==> src/rtl/fifo_pkg.sv <==
// rtl/fifo_pkg.sv - shared types and constants for the FIFO burst reader
package fifo_pkg;

    localparam int DEF_BITS      = 12;
    localparam int DEF_BURST_LEN = 4;
    localparam int OCC_W         = 2;

    typedef enum logic {
        ST_IDLE   = 1'b0,
        ST_ACTIVE = 1'b1
    } burst_state_t;

endpackage

==> src/rtl/fifo_skid_buf2.sv <==
// rtl/fifo_skid_buf2.sv - two-entry skid buffer absorbing the FIFO read latency
module fifo_skid_buf2
    import fifo_pkg::*;
#(
    parameter int BITS = DEF_BITS
) (
    input  logic             clk,
    input  logic             rst,
    input  logic             push,
    input  logic [BITS-1:0]  push_data,
    input  logic             pop,
    output logic [BITS-1:0]  head,
    output logic [OCC_W-1:0] occ
);

    logic [BITS-1:0]  r_ent0;
    logic [BITS-1:0]  r_ent1;
    logic             r_wr_ptr;
    logic             r_rd_ptr;
    logic [OCC_W-1:0] r_occ;

    always_ff @(posedge clk) begin
        if (rst) begin
            r_ent0   <= '0;
            r_ent1   <= '0;
            r_wr_ptr <= 1'b0;
            r_rd_ptr <= 1'b0;
            r_occ    <= '0;
        end else begin
            // Overfilling means the credit check upstream is broken.
            assert (!(push && !pop && r_occ == 2'd2));
            if (push) begin
                if (r_wr_ptr) r_ent1 <= push_data;
                else          r_ent0 <= push_data;
                r_wr_ptr <= ~r_wr_ptr;
            end
            if (pop) begin
                r_rd_ptr <= ~r_rd_ptr;
            end
            case ({push, pop})
                2'b10:   r_occ <= r_occ + 2'd1;
                2'b01:   r_occ <= r_occ - 2'd1;
                default: r_occ <= r_occ;
            endcase
        end
    end

    assign head = r_rd_ptr ? r_ent1 : r_ent0;
    assign occ  = r_occ;

endmodule

==> src/rtl/fifo_burst_reader.sv <==
// rtl/fifo_burst_reader.sv - FIFO read-side burst streamer; FIFO_BURST_READER_BEATCNT_EN adds burst_cnt
module fifo_burst_reader
    import fifo_pkg::*;
#(
    parameter int BITS      = DEF_BITS,
    parameter int BURST_LEN = DEF_BURST_LEN,
    parameter int CNT_WIDTH = 3
) (
    input  logic            clk,
    input  logic            rst,
    input  logic            fifo_ready,
    output logic            fifo_read,
    input  logic [BITS-1:0] fifo_data,
    output logic            out_valid,
    input  logic            out_ready,
    output logic [BITS-1:0] out_data,
    output logic            out_last,
    output logic            busy,
    output logic            err_underflow
`ifdef FIFO_BURST_READER_BEATCNT_EN
    ,
    output logic [15:0]     burst_cnt
`endif
);

    burst_state_t         r_state;
    burst_state_t         w_state_nxt;
    logic [CNT_WIDTH-1:0] r_beat;
    logic [CNT_WIDTH-1:0] w_beat_nxt;
    logic                 r_inflight;
    logic                 r_err;
    logic [OCC_W-1:0]     w_occ;
    logic [BITS-1:0]      w_head;
    logic                 w_pop;
    logic                 w_last;
    logic [2:0]           w_level;
    logic                 w_credit;

    fifo_skid_buf2 #(.BITS(BITS)) u_skid (
        .clk       (clk),
        .rst       (rst),
        .push      (r_inflight),
        .push_data (fifo_data),
        .pop       (w_pop),
        .head      (w_head),
        .occ       (w_occ)
    );

    assign out_valid = (w_occ != '0);
    assign out_data  = w_head;
    assign w_last    = out_valid && (r_beat == CNT_WIDTH'(BURST_LEN - 1));
    assign out_last  = w_last;
    assign w_pop     = out_valid && out_ready;

    // Buffered plus in-flight words, less the one leaving now, must leave room.
    assign w_level   = {1'b0, w_occ} + {2'b00, r_inflight};
    assign w_credit  = w_level < (3'd2 + {2'b00, w_pop});
    assign fifo_read = fifo_ready && !rst && w_credit;

    always_ff @(posedge clk) begin
        if (rst) begin
            r_state    <= ST_IDLE;
            r_beat     <= '0;
            r_inflight <= 1'b0;
            r_err      <= 1'b0;
        end else begin
            r_state    <= w_state_nxt;
            r_beat     <= w_beat_nxt;
            r_inflight <= fifo_read;
            r_err      <= r_err | (fifo_read && !fifo_ready);
        end
    end

    always_comb begin
        w_state_nxt = r_state;
        w_beat_nxt  = r_beat;
        if (w_pop) begin
            if (w_last) begin
                w_state_nxt = ST_IDLE;
                w_beat_nxt  = '0;
            end else begin
                w_state_nxt = ST_ACTIVE;
                w_beat_nxt  = r_beat + 1'b1;
            end
        end
    end

    assign busy          = (r_state == ST_ACTIVE) || (w_occ != '0) || r_inflight;
    assign err_underflow = r_err;

`ifdef FIFO_BURST_READER_BEATCNT_EN
    logic [15:0] r_burst_cnt;

    always_ff @(posedge clk) begin
        if (rst) begin
            r_burst_cnt <= '0;
        end else if (w_pop && w_last && r_burst_cnt != 16'hFFFF) begin
            r_burst_cnt <= r_burst_cnt + 16'd1;
        end
    end

    assign burst_cnt = r_burst_cnt;
`endif

endmodule

==> config.mk <==
export PLATFORM = sky130hd
export DESIGN_NAME = fifo_burst_reader
export DESIGN_NICKNAME = d
export VERILOG_FILES = /design/src/rtl/fifo_pkg.sv /design/src/rtl/fifo_skid_buf2.sv /design/src/rtl/fifo_burst_reader.sv
export SDC_FILE = /design/constraint.sdc
export NUM_CORES = 1
export LEC_CHECK = 0
export CAP_MARGIN = 20
export CELL_PAD_IN_SITES_DETAIL_PLACEMENT = 1
export CELL_PAD_IN_SITES_GLOBAL_PLACEMENT = 2
export CORE_MARGIN = 4
export CORE_UTILIZATION = 35
export CTS_CLUSTER_SIZE = 40
export DETAILED_ROUTE_END_ITERATION = 8
export DONT_BUFFER_PORTS = 1
export PLACE_DENSITY = 0.73
export SLEW_MARGIN = 20
export SYNTH_ARGS = -nofsm -noshare
export SYNTH_HDL_FRONTEND = slang
export SYNTH_HIERARCHICAL = 1
export SYNTH_SLANG_ARGS = --single-unit
==> constraint.sdc <==
create_clock -name clk -period 3.95 [get_ports clk]
set_clock_uncertainty 0.2 [all_clocks]
set_input_delay 0.1975 -clock clk [delete_from_list [all_inputs] [get_ports clk]]
set_output_delay 0.1975 -clock clk [all_outputs]
set_load 0.02 [all_outputs]
==> impl_metrics.json, run 1 <==
{
  "status": "finished, final reports clean",
  "syn_nets": 187,
  "num-nets-final": 210,
  "crit_chain": "and2b_1, nand2_1, a21oi_1, dlygate4sd3_1",
  "tightest_slew_ns": 0.664,
  "yosysWarnings": 6,
  "path_buf_inv": 1,
  "seqPwrFrac": 0.441,
  "antenna_found_initial": 0,
  "drt_iter0_drc": 25,
  "path_class": "register to register",
  "via_per_inst": 5.04,
  "hold_path_class": "register to register",
  "rsz0062_at_grt": "false",
  "syn_avg_cell_area_um2": 8.44,
  "cpMaxStageDelayCell": "dlygate4sd3_1",
  "numCtsBuffers": 5,
  "hold_viol_final": 0,
  "cp.arrival_ns": 2.01,
  "layout_common_cells": "nand2_1 (55), dfxtp_1 (34), a21oi_1 (30), dlygate4sd3_1 (23), mux2_2 (12)",
  "fin_crit_sh": 0.502,
  "grt_pass1_vias": 1251,
  "maxSlewViolCount": 0,
  "clockBufferDepth": 2,
  "setup_violations": 0,
  "fin_area_um2": 1790,
  "grt_pass1_wl_um": 5710,
  "synth-seq-cells": 34,
  "critPathMaxFanout": 12,
  "drc_errors": 0,
  "cts_tree": "yes",
  "dpl.cell_count": 207,
  "ys_seq_area_frac": 0.483,
  "p_sw_frac": 0.306,
  "row_count": 22,
  "power_density_nw_per_um2": 542,
  "ant_nets": 0,
  "gp_congestion": 0.684,
  "vias": 1205,
  "die_x_um": 71.5,
  "min_period_ns": 1.98,
  "holdWs_ns": 0.248,
  "cp-end-kind": "register",
  "placedInstanceArea_um2": 1430,
  "clkLatencyLatePin_ns": 0.28,
  "start_util": 0.374,
  "area_growth_pct": 26.9,
  "grt.total_usage": 0.144,
  "register_area_um2": 681,
  "h-tree-depth": 2,
  "io_pins": 33,
  "grt_start_max_net_pins": 35,
  "drive_gt1_frac": 0.115,
  "clkSlewWorstSetupHoldPaths_ns": 0.07,
  "utilization": 0.474,
  "worstHoldStart": "r_beat[2]",
  "worstSetupStartpoint": "r_inflight",
  "r2r_start": "r_inflight",
  "p_sw_mw": 0.297,
  "stdcell_count": 239,
  "core_um2": 3770,
  "start_kind": "register",
  "cts-root-buf": "clkbuf_8",
  "antenna_cells": 0,
  "dp_hpwl_um": 2260,
  "peakVddDrop_uv": 185,
  "dieArea_um2": 5110,
  "grt_overflow": 0,
  "cp_top_family": "simple AND/OR/NAND/NOR gates",
  "critPathMaxStageDelay_ns": 0.56,
  "p_leak_nw": 0.692,
  "die_h_um": 71.5,
  "worstPathRequired_ns": 3.97,
  "multi_input_area_um2": 684,
  "fin_tns_setup_ns": 0,
  "pwr-share-clk": 0.318,
  "firstDrtPassIters": 4,
  "wire_per_inst_um": 14.5,
  "syn_area_um2": 1410,
  "synthCells": 167,
  "maxCapViolCount": 0,
  "max_slew_margin": 0.557,
  "synth_cell_types": 24,
  "fillers": 451,
  "final_common_cell": "nand2_1",
  "p_int_mw": 0.673,
  "cts_resized": 0,
  "io_buffer_count": 0,
  "max_clock_freq_mhz": 505,
  "p_comb_frac": 0.241,
  "routed_wl_um": 3470,
  "cts_sinks": 34
}
-- power groups by stage --
stage,sequential (mW),combinational (mW),clock [mW]
after detailed placement,0.437,0.205,0
after floorplan,0.411,0.193,0
final,0.427,0.234,0.308
after CTS,0.429,0.237,0.317
after global placement,0.434,0.198,0
after global routing,0.435,0.258,0.333
-- layout make-up --
cell class / instances / area share
multi-input cells: 123 / 0.383
flip-flops and latches: 34 / 0.380
repair buffers: 24 / 0.140
clock buffers: 7 / 0.0427
well taps: 48 / 0.0336
clock inverters: 1 / 0.0168
inverters: 2 / 0.00420
-- cell usage after synthesis --
| cell | n | share of area |
|---|---|---|
| nand2_1 | 55 | 0.15 |
| mux2_2 | 12 | 0.096 |
| xnor2_1 | 2 | 0.012 |
| or2_4 | 1 | 0.0062 |
| o21ai_1 | 1 | 0.0035 |
| and3_1 | 2 | 0.0089 |
| o21ai_0 | 1 | 0.0035 |
| and2_1 | 1 | 0.0044 |
| o21ai_2 | 1 | 0.0062 |
| buf_2 | 6 | 0.021 |
| xor2_1 | 1 | 0.0062 |
| dfxtp_1 | 34 | 0.48 |
| a21oi_1 | 30 | 0.11 |
| ha_1 | 4 | 0.035 |
| nand2b_1 | 3 | 0.013 |
| nor2b_1 | 2 | 0.0089 |
| or3_1 | 2 | 0.0089 |
| nand3b_1 | 1 | 0.0053 |
| clkbuf_1 | 1 | 0.0027 |
| inv_1 | 1 | 0.0027 |
| and2b_1 | 1 | 0.0053 |
| nor2_1 | 3 | 0.0080 |
| buf_1 | 1 | 0.0027 |
| inv_2 | 1 | 0.0027 |
-- worst reg2reg max path: stages, from the launching register on --
cell	delay (ns)
dfxtp_1	0.44
and2b_1	0.47
nand2_1	0.11
a21oi_1	0.15
dlygate4sd3_1	0.56
-- registers in the layout (all words and copies together) (netlist names) --
| name | cells |
|---|---|
| u_skid/r_ent1 | 12 |
| u_skid/r_wr_ptr | 1 |
| u_skid/r_rd_ptr | 1 |
| r_state | 1 |
| r_inflight | 1 |
| err_underflow | 1 |
| u_skid/occ | 2 |
| r_beat | 3 |
| u_skid/r_ent0 | 12 |
-- cell families (layout without fill, tap and decap cells) --
| kind of cell | Yosys count | after routing | share of synthesized area |
|---|---|---|---|
| AND/OR/NAND/NOR | 71 | 71 | 0.216 |
| flip-flops | 34 | 34 | 0.483 |
| AO/OA/AOI/OAI | 33 | 33 | 0.120 |
| multiplexers | 12 | 12 | 0.0958 |
| buffers and inverters | 10 | 34 | 0.0319 |
| adder cells (fa/ha/maj) | 4 | 4 | 0.0355 |
| XOR/XNOR | 3 | 3 | 0.0186 |
-- worst paths after layout --
path / slack (ns) / depth (start not counted) / to
max: 1.97 / 4 / u_skid/r_ent0[2]
min: 0.25 / 2 / r_beat[2]
max reg2reg: 1.97 / 4 / u_skid/r_ent0[2]
min reg2reg: 0.25 / 2 / r_beat[2]
-- per-layer routing --
metal / track usage / share of wire / up-vias
met5: 0 / 0 / -
met4: 0.0626 / 0.014 / 0
met3: 0.0463 / 0.057 / 5
met2: 0.249 / 0.52 / 24
met1: 0.162 / 0.41 / 581
li1: - / - / 595
-- per-stage QoR --
stage               total power [mW]  setup WS, ns
finish                         0.969          1.97
global placement               0.632          2.19
CTS                            0.983          1.96
floorplan                      0.603          2.26
global route                    1.03          1.80
detailed placement             0.641          2.12
-- repair_timing --
action | in CTS | in global routing
endpoints found under the hold margin | 34 | 0
setup endpoints to repair | 0 | 0
setup buffers | 0 | 0
hold buffers | 24 | 0
Note: power is estimated with default switching activity, not from simulation.
==> inputs of run 2 (changes only) <==
--- a/config.mk
+++ b/config.mk
@@ -5,15 +5,16 @@
 export SDC_FILE = /design/constraint.sdc
 export NUM_CORES = 1
 export LEC_CHECK = 0
+export ABC_AREA = 1
 export CAP_MARGIN = 20
 export CELL_PAD_IN_SITES_DETAIL_PLACEMENT = 1
 export CELL_PAD_IN_SITES_GLOBAL_PLACEMENT = 2
 export CORE_MARGIN = 4
-export CORE_UTILIZATION = 35
+export CORE_UTILIZATION = 31
 export CTS_CLUSTER_SIZE = 40
 export DETAILED_ROUTE_END_ITERATION = 8
 export DONT_BUFFER_PORTS = 1
-export PLACE_DENSITY = 0.73
+export PLACE_DENSITY = 0.69
 export SLEW_MARGIN = 20
 export SYNTH_ARGS = -nofsm -noshare
 export SYNTH_HDL_FRONTEND = slang
==> constraint.sdc (replaced) <==
create_clock -name clk -period 1.8 [get_ports clk]
set_clock_uncertainty 0.2 [all_clocks]
set_input_delay 0.09 -clock clk [delete_from_list [all_inputs] [get_ports clk]]
set_output_delay 0.09 -clock clk [all_outputs]
set_load 0.02 [all_outputs]
==> run 2 against run 1 <==
  * Critical path depth is 2 higher
  * Worst setup slack worse by 1.9 ns
  * Hold slack better by 0.0071 ns
  * Synthesized cell count is 21% higher
  * Sequential power is 110% higher
  * Via count is 15% higher
  * Sequential share of layout area is 3.3 points lower
  * Fmax is 16% higher
  * Core utilization is 6.0 points lower
  * Largest power group unchanged
  * Critical endpoint is now r_state
  * Count of clock-buffer cells in the layout stayed put
==> impl_metrics.json, run 2 <==
{
  "synth_xor_area_frac": 0.00564,
  "p_comb_frac": 0.271,
  "power_density_nw_per_um2": 1020,
  "cts-root-buf": "clkbuf_8",
  "hold_viol_final": 0,
  "cp_top_family": "buffers and inverters",
  "core_um2": 4790,
  "drt_iter0_drc": 48,
  "syn_avg_cell_area_um2": 7.69,
  "clockBufferDepth": 2,
  "synthAdderAreaFrac": 0.0322,
  "peakVddDrop_uv": 408,
  "syn_nets": 222,
  "num-nets-final": 254,
  "p_leak_nw": 0.792,
  "crit_path_frequent_cell": "nand2_1",
  "crit_chain": "inv_1, nand2_2, nand2_1, nand2_1, a21oi_2, dlygate4sd3_1",
  "hold_path_class": "register to register",
  "maxSlewViolCount": 0,
  "min_period_ns": 1.72,
  "start_util": 0.324,
  "io_buffer_count": 0,
  "clkSlewWorstSetupHoldPaths_ns": 0.07,
  "antenna_found_initial": 0,
  "io_pins": 33,
  "cts_tree": "yes",
  "wire_per_inst_um": 13.3,
  "wl_met2_um": 2050,
  "layout_common_cells": "nor2_1 (35), dfxtp_1 (31), inv_1 (25), nand2_1 (25), o21ai_0 (20)",
  "numCtsBuffers": 5,
  "vias": 1390,
  "synth_common_cells": "nor2_1 (36), dfxtp_1 (34), inv_1 (25), nand2_1 (25), o21ai_0 (20)",
  "top_regs": "u_skid/r_ent0 (12), u_skid/r_ent1 (12), r_beat (3)",
  "gp_congestion": 0.735,
  "synth.most_common_cell": "nor2_1",
  "fin_crit_sh": 0.953,
  "die_x_um": 78.8,
  "area_growth_pct": 27.8,
  "cp-end-kind": "register",
  "h-tree-depth": 2,
  "tightest_slew_ns": 0.496,
  "path_buf_inv": 2,
  "synth_cell_types": 21,
  "synthArstFlopShare": 0,
  "synth_edf_count": 0,
  "synth-main-ff-cell": "dfxtp_1",
  "critPathMaxFanout": 5,
  "antenna_cells": 0,
  "setup_violations": 0,
  "row_count": 25,
  "firstDrtPassIters": 2,
  "netlist.area_leader.share": 0.438,
  "start_kind": "register",
  "dieArea_um2": 6210,
  "status": "finished, final reports clean",
  "syn_area_um2": 1550,
  "routed.top_layer": "met4",
  "yosysTopAreaCell": "dfxtp_1",
  "wl_met3_um": 142,
  "grt_pass1_wl_um": 6710,
  "p_int_mw": 1.35,
  "path_class": "register to register",
  "die_h_um": 78.8,
  "grt_overflow": 0,
  "wl_met1_um": 1760,
  "ys_top_cells_by_area": "dfxtp_1 (44%), nor2_1 (8.7%), o21ai_0 (6.4%)",
  "synthCells": 202,
  "cts_sinks": 34,
  "rsz0062_at_grt": "true",
  "p_total_mw": 2.02,
  "synth_top_family_by_area": "compound AO/OA/AOI/OAI gates",
  "cp.arrival_ns": 1.69,
  "critPathMaxStageDelay_ns": 0.57,
  "pwr-share-clk": 0.290,
  "final_common_cell": "nor2_1",
  "maxCapViolCount": 0,
  "yosys.area_share.simple": 0.189,
  "max_clock_freq_mhz": 583,
  "grt_pass1_vias": 1429,
  "drc_errors": 0,
  "yosysWarnings": 6,
  "max_slew_margin": 0.669,
  "drive_gt1_frac": 0.251,
  "ys_seq_area_frac": 0.438,
  "via_per_inst": 4.60,
  "worstPathRequired_ns": 1.77,
  "stdcell_count": 302,
  "p_sw_frac": 0.332,
  "muxShareOfSynthArea": 0,
  "clkLatencyLatePin_ns": 0.28,
  "routed_wl_um": 4010,
  "synth-seq-cells": 34,
  "grt.total_usage": 0.137,
  "seqPwrFrac": 0.439,
  "grt_start_max_net_pins": 28,
  "cpMaxStageDelayCell": "dlygate4sd3_1",
  "synth-compound-area-share": 0.221,
  "dp_hpwl_um": 2810,
  "p_sw_mw": 0.672,
  "dpl.cell_count": 277,
  "ant_nets": 0
}
[run 2: worst reg2reg max path, cell delays in order, from the launching register on]
cell	delay, ns
dfxtp_2	0.38
inv_1	0.06
nand2_2	0.15
nand2_1	0.09
nand2_1	0.09
a21oi_2	0.06
dlygate4sd3_1	0.57
[run 2: cell type report]
| class | instances | area (µm²) |
|---|---|---|
| clock buffers | 7 | 86.3 |
| repair buffers | 34 | 295 |
| inverters | 28 | 105 |
| flip-flops and latches | 34 | 689 |
| clock inverters | 1 | 5.00 |
| fillers | 601 | 2800 |
| multi-input cells | 131 | 719 |
| well taps | 67 | 83.8 |
[run 2: what timing repair did]
item                                    4_1_cts  5_1_grt
endpoints found under the setup margin        1        3
hold buffers                                 16        0
pin swaps                                     0        3
endpoints found under the hold margin        31        0
resized for setup                             1       10
buffers inserted                              0        1
[run 2: path summary, 6_finish.rpt]
| check | startpoint | to | slack, ns | cells after the start |
|---|---|---|---|---|
| min reg2reg | u_skid/r_ent0[7] | u_skid/r_ent0[7] | 0.25 | 2 |
| max | u_skid/occ[1] | r_state | 0.08 | 6 |
| min | u_skid/r_ent0[7] | u_skid/r_ent0[7] | 0.25 | 2 |
| max reg2reg | u_skid/occ[1] | r_state | 0.08 | 6 |
[run 2: logic make-up (layout without fill, tap and decap cells)]
family	after synthesis	in the layout
and+or+nand+nor	71	71
AOI/OAI and AO/OA	55	55
buffers and inverters	37	70
DFF	34	34
adders and majority gates	4	4
xor gates and xnor gates	1	1
[run 2: metal layers]
layer,GRT usage,vias up
li1,-,703
met5,0,-
met4,0.0420,0
met3,0.0442,5
met1,0.155,660
met2,0.244,22
[run 2: power groups by stage]
stage,clock network [mW],registers [mW],logic [mW]
floorplan,0,0.873,0.381
finish,0.586,0.888,0.548
detailed placement,0,0.900,0.492
CTS,0.606,0.883,0.534
global route,0.643,0.896,0.614
global placement,0,0.894,0.472
[run 2: through the flow]
step	hold slack [ns]	setup WS (ns)	instance area, µm²	util	setup TNS [ns]
CTS	0.258	0.00608	1940	0.406	0
detailed placement	-0.0380	0.0953	1690	0.353	0
finish	0.255	0.0846	1980	0.415	0
global route	0.269	-0.0249	1980	0.415	-0.0462
global placement	-0.0379	0.203	1690	0.353	0
floorplan	-0.0409	0.289	1550	-	0
